`src/rtl/palette_ram_fade.sv`:
```
// Palette lookup with a 2-stage pipeline and a frame-driven brightness fader.
// Stage 1 reads the palette register array; stage 2 scales each channel by
// (level+1)/16, using whatever level holds when stage 2 captures.
module palette_ram_fade #(
  parameter int INDEX_W     = 4,
  parameter int COLOR_W     = 4,
  parameter int TRANSP_IDX  = 0,
  parameter int FADE_PERIOD = 4
) (
  input  logic                 Clk,
  input  logic                 Reset,
  input  logic                 rd_valid,
  input  logic [INDEX_W-1:0]   rd_index,
  input  logic                 wr_en,
  input  logic [INDEX_W-1:0]   wr_addr,
  input  logic [3*COLOR_W-1:0] wr_data,
  input  logic                 frame_tick,
  input  logic                 fade_in,
  input  logic                 fade_out,
  output logic [COLOR_W-1:0]   red,
  output logic [COLOR_W-1:0]   green,
  output logic [COLOR_W-1:0]   blue,
  output logic                 pix_valid,
  output logic                 pix_transparent,
  output logic                 fade_busy,
  output logic                 fade_done,
  output logic [3:0]           level
);

  localparam int ENTRIES = 2 ** INDEX_W;
  localparam int PIX_W   = 3 * COLOR_W;
  localparam int TICK_W  = (FADE_PERIOD > 1) ? $clog2(FADE_PERIOD) : 1;

  typedef enum logic [1:0] {
    ST_IDLE     = 2'd0,
    ST_FADE_IN  = 2'd1,
    ST_FADE_OUT = 2'd2
  } state_e;

  // Reset contents: entry i is a grey with every channel equal to i's low bits.
  function automatic logic [PIX_W-1:0] grey_entry(input int idx);
    logic [COLOR_W-1:0] ch;
    ch = COLOR_W'(idx);
    return {ch, ch, ch};
  endfunction

  // (c * (lvl+1)) >> 4 computed in COLOR_W+5 bits, truncated back to COLOR_W.
  function automatic logic [COLOR_W-1:0] scale_chan(input logic [COLOR_W-1:0] c,
                                                    input logic [3:0] lvl);
    logic [COLOR_W+4:0] prod;
    prod = (COLOR_W+5)'(c) * (COLOR_W+5)'({1'b0, lvl} + 5'd1);
    return COLOR_W'(prod >> 4);
  endfunction

  logic [PIX_W-1:0]   palette_q [ENTRIES];
  logic               s1_valid_q;
  logic [PIX_W-1:0]   s1_pix_q;
  logic               s1_transp_q;
  logic               pv_q;
  logic               transp_q;
  logic [COLOR_W-1:0] red_q, green_q, blue_q;

  state_e             state_q, state_d;
  logic [TICK_W-1:0]  tick_q, tick_d;
  logic [3:0]         level_q, level_d;
  logic               done_q, done_d;

  // Palette storage: grey ramp on reset, single-entry runtime writes.
  always_ff @(posedge Clk) begin
    if (Reset) begin
      for (int i = 0; i < ENTRIES; i++) palette_q[i] <= grey_entry(i);
    end else if (wr_en) begin
      palette_q[wr_addr] <= wr_data;
    end
  end

  // Stage 1: capture the entry as it stood before any same-edge write.
  always_ff @(posedge Clk) begin
    if (Reset) begin
      s1_valid_q  <= 1'b0;
      s1_pix_q    <= '0;
      s1_transp_q <= 1'b0;
    end else begin
      s1_valid_q  <= rd_valid;
      s1_pix_q    <= palette_q[rd_index];
      s1_transp_q <= (rd_index == INDEX_W'(TRANSP_IDX));
    end
  end

  // Stage 2: brightness scaling; outputs forced to zero when not valid.
  always_ff @(posedge Clk) begin
    if (Reset) begin
      pv_q     <= 1'b0;
      transp_q <= 1'b0;
      red_q    <= '0;
      green_q  <= '0;
      blue_q   <= '0;
    end else if (s1_valid_q) begin
      pv_q     <= 1'b1;
      transp_q <= s1_transp_q;
      red_q    <= scale_chan(s1_pix_q[PIX_W-1 -: COLOR_W], level_q);
      green_q  <= scale_chan(s1_pix_q[2*COLOR_W-1 -: COLOR_W], level_q);
      blue_q   <= scale_chan(s1_pix_q[COLOR_W-1:0], level_q);
    end else begin
      pv_q     <= 1'b0;
      transp_q <= 1'b0;
      red_q    <= '0;
      green_q  <= '0;
      blue_q   <= '0;
    end
  end

  // Fade state register, tick counter, brightness level and done pulse.
  always_ff @(posedge Clk) begin
    if (Reset) begin
      state_q <= ST_IDLE;
      tick_q  <= '0;
      level_q <= 4'd15;
      done_q  <= 1'b0;
    end else begin
      state_q <= state_d;
      tick_q  <= tick_d;
      level_q <= level_d;
      done_q  <= done_d;
    end
  end

  // Fade next-state: requests win over ticks; fade_out wins over fade_in.
  always_comb begin
    state_d = state_q;
    tick_d  = tick_q;
    level_d = level_q;
    done_d  = 1'b0;
    if (fade_out) begin
      tick_d = '0;
      if (level_q == 4'd0) begin
        state_d = ST_IDLE;
        done_d  = 1'b1;
      end else begin
        state_d = ST_FADE_OUT;
      end
    end else if (fade_in) begin
      tick_d = '0;
      if (level_q == 4'd15) begin
        state_d = ST_IDLE;
        done_d  = 1'b1;
      end else begin
        state_d = ST_FADE_IN;
      end
    end else begin
      case (state_q)
        ST_FADE_IN: begin
          if (frame_tick) begin
            if (tick_q == TICK_W'(FADE_PERIOD - 1)) begin
              tick_d  = '0;
              level_d = level_q + 4'd1;
              if (level_q == 4'd14) begin
                state_d = ST_IDLE;
                done_d  = 1'b1;
              end else begin
                state_d = ST_FADE_IN;
              end
            end else begin
              tick_d = tick_q + TICK_W'(1);
            end
          end else begin
            tick_d = tick_q;
          end
        end
        ST_FADE_OUT: begin
          if (frame_tick) begin
            if (tick_q == TICK_W'(FADE_PERIOD - 1)) begin
              tick_d  = '0;
              level_d = level_q - 4'd1;
              if (level_q == 4'd1) begin
                state_d = ST_IDLE;
                done_d  = 1'b1;
              end else begin
                state_d = ST_FADE_OUT;
              end
            end else begin
              tick_d = tick_q + TICK_W'(1);
            end
          end else begin
            tick_d = tick_q;
          end
        end
        default: begin
          state_d = ST_IDLE;
          tick_d  = tick_q;
        end
      endcase
    end
  end

  assign red             = red_q;
  assign green           = green_q;
  assign blue            = blue_q;
  assign pix_valid       = pv_q;
  assign pix_transparent = transp_q;
  assign fade_busy       = (state_q != ST_IDLE);
  assign fade_done       = done_q;
  assign level           = level_q;

endmodule

```
`config.mk`:
```
export PLATFORM = sky130hd
export DESIGN_NAME = palette_ram_fade
export DESIGN_NICKNAME = d
export VERILOG_FILES = /design/src/rtl/palette_ram_fade.sv
export SDC_FILE = /design/constraint.sdc
export NUM_CORES = 1
export LEC_CHECK = 0
export CAP_MARGIN = 25
export CORE_MARGIN = 3
export CORE_UTILIZATION = 35
export DETAILED_ROUTE_END_ITERATION = 6
export HOLD_SLACK_MARGIN = 0.1
export PLACE_DENSITY = 0.54
export SYNTH_ARGS = -nofsm -noshare
export SYNTH_HDL_FRONTEND = slang
export SYNTH_SLANG_ARGS = --single-unit
```
`constraint.sdc`:
```
create_clock -name Clk -period 5.7 [get_ports Clk]
set_input_delay 1.14 -clock Clk [delete_from_list [all_inputs] [get_ports Clk]]
set_output_delay 1.14 -clock Clk [all_outputs]
set_load 0.01 [all_outputs]
```
==> results.md <==
- Final period demand of the worst path: 4240 ps
- Critical Setup Path Class: flip-flop to flip-flop
- Leakage Power: 4.75 nW
- Setup-failing EPs final: 0
- I/O pin count: 47
- Die Span Y: 188 um
- Areal power density over the cells: between 200 and 300 nW/um^2
- Clk_skew: between 10 and 15 ps
- Synthesized netlist net count: approximately 990
- Vias in the first global route: roughly 7,400
- Nets@finish: just over 1,000
- Latest clock arrival within the worst-skew pair: around 550 ps
- Peak supply drop: between 200 and 250 uV
- DP HPWL: roughly 18,000 um
- Cell area after technology mapping: 11,600 um^2
- Endpoints failing hold: 0
- Rel. slew slack: a little under two fifths
- Effective utilization at floorplan: a little over a third
- Clock-pin slew on the worst setup and hold paths: approximately 60 ps
- Number of antenna violations at the first check in global routing: 1
- Hold_sp: s1_transp_q
- Worst Path Arrival: about 4700 ps
- Clock tree sinks: 229
- DRC marker count from the first detailed-route iteration: between 400 and 500
- Layout area overhead: 14.4%
- Setup repair after global routing missed its margin: false
- Capturing point of the worst reg2reg path: red[3]
- Data required time of the critical path: roughly 6200 ps
- Horizontal die dimension: roughly 190 um
- Number of hold-repair buffers added at the cts stage: 0
- Endpoint class of the critical path: flip-flop
- Final ANT Viol Nets: 0
- TritonCTS Buffers: 25
- H-tree depth: 1
- Number of design rule violations left after detail routing: 0
- Total design power: 0.00388 W
- Worst Setup Start Kind: flip-flop
- Result of the run: completed
- Share of the cycle needed by the critical path after routing: between 70 and 80%
- Netlist cell types: 52
- Post-cts resize count: 0
- Final sum of negative setup slack: 0 ps
- Min-delay worst type: flip-flop to flip-flop
- Number of detailed-route iterations in the first pass: 5
- Total track usage: between 10% and 20%
- Reg2reg path depth: 11
- Register-to-register setup slack: 1460 ps
- Wire length per cell after detailed routing: 20.7 um
- Vias per Instance: 5.08
- Post-synth EDFFs: ~190
- TritonCTS clock tree: built
- Detailed Route WL: 29,000 um
- Post-CTS Repair Setup Buffers: 0
- Post-synth ARST share: 0%
- Die Footprint: ~35,000 um^2
- Final worst slack: about 1500 ps
- Yosys synthesis warning count: 0
- Total number of vias: between 7,000 and 8,000
- Core footprint: 32,600 um^2
- Share of final-layout standard cells stronger than drive strength 1: around an eighth
- Endpoint, Worst Hold: pix_transparent
- Worst setup slack before clock tree synthesis: between 1000 and 1500 ps
- CTS max path bufs: 3
- Grt total ovfl: 0
- Count of input and output buffers: between 40 and 50
- Largest fanout on the critical path: 13
- Largest net degree at the start of global routing: 50
- Synth Flop Type: edfxtp_1
- Final worst hold slack: between 400 and 500 ps
- Depth of the worst hold-timing path: 1
- Root cell of the clock tree: clkbuf_16
- Most common cell after layout, fill and taps aside: edfxtp_1
- Max-cap violations: 0
- Final Slew Violations: 0
- Actual transition at the worst max-transition pin: 945 ps
- Average cell area after synthesis: about 13 um^2
- Post-synthesis instance total: 911
- Reg2Reg Launch Point: level[0]
- Num rows: 66
- F_max: ~240 MHz
- Leading cell types in the layout, fill and taps excluded: 192 x edfxtp_1, 120 x and2_1, 86 x or3_1
- Count of state elements after synthesis: about 230
- Wire length of the first global-routing pass: 44,300 um
- Final cell utilization of the core: between 40% and 50%
- Share of synthesized area occupied by flip-flops and latches: between 50% and 60%
- GP Congestion: between 0.8 and 0.9
sequential cells by signal, summed over array words and instances, names as in the netlist:
name             count
blue                 4
red                  4
tick_q               2
pix_transparent      1
green                4
s1_transp_q          1
state_q              2
level                4
s1_valid_q           1
s1_pix_q            12
palette_q          192
pix_valid            1
fade_done            1
final cells by class:
| cell class | count | area [um^2] |
|---|---|---|
| multi-input combinational | 586 | 4720 |
| timing repair buffer | 62 | 593 |
| tap | 442 | 553 |
| clock buffer | 32 | 652 |
| fill | 3088 | 19300 |
| inverter | 33 | 124 |
| sequential | 229 | 6510 |
| clock inverter | 14 | 145 |
| antenna | 2 | 5.00 |
metal layers:
metal  wire, um  part of all wire (%)  global-route usage [%]  vias up
li1           -                     -                       -     3381
met1      13200                    45                    21.8     3526
met2      13800                    48                    27.8      153
met3       1200                   4.1                    2.44       47
met4        817                   2.8                    5.17        0
met5          0                     0                       0        -
Yosys cell counts, types with 7 or more instances:
library cell,instances,area share [%]
or3_1,86,4.6
o22ai_1,13,0.70
fa_1,15,2.6
ha_1,35,3.8
a21oi_1,22,0.95
nor2_1,23,0.74
buf_2,7,0.30
edfxtp_1,192,50
mux4_2,34,6.6
o21ai_0,25,1.1
and2_1,120,6.5
dfxtp_1,37,6.4
clkbuf_1,47,1.5
nand2_1,43,1.4
nand3_1,7,0.30
or2_2,20,1.1
nor3_1,9,0.39
inv_1,33,1.1
mux2i_1,48,4.1
nand2b_1,20,1.1
xnor2_1,13,0.98
critical path: stages (launching register included):
cell and delay [ps]:
dfxtp_1 620, ha_1 360, xor2_1 750, nand2_1 190, fa_1 530, fa_1 540, inv_1 50, ha_1 320
nand4b_1 120, o2111ai_1 180, a2111o_1 440, o21ai_0 60
power breakdown:
| group | switching [W] | leakage (nW) | internal, W |
|---|---|---|---|
| Combinational | 0.000202 | 2.19 | 0.000131 |
| Clock | 0.000699 | 0.384 | 0.000909 |
| Sequential | 0.0000332 | 2.18 | 0.00190 |
| Total | 0.000934 | 4.75 | 0.00294 |
metrics by stage:
stage               cells  cell area [um^2]
floorplan             911             11600
global placement     1351             12500
detailed placement   1351             12500
CTS                  1397             13300
global route         1398             13300
finish               1400             13300
worst max path at each step:
stage	startpoint	end	slack (ps)	cells past startpoint
CTS	level[0]	red[3]	1410	11
global placement	level[0]	red[3]	1610	11
floorplan	level[0]	green[3]	1990	13
global route	level[0]	red[3]	1030	11
finish	level[0]	red[3]	1460	11
detailed placement	level[0]	red[3]	1440	11
kinds of logic after synthesis:
| logic type | Yosys count | synth area share [%] |
|---|---|---|
| xor gates and xnor gates | 14 | 1.05 |
| muxes | 84 | 10.9 |
| and+or+nand+nor | 354 | 17.8 |
| adders and majority gates | 50 | 6.35 |
| buffers and inverters | 96 | 3.43 |
| AOI/OAI and AO/OA | 84 | 4.51 |
| DFF | 229 | 56.0 |
Note: power is estimated with default switching activity, not from simulation.
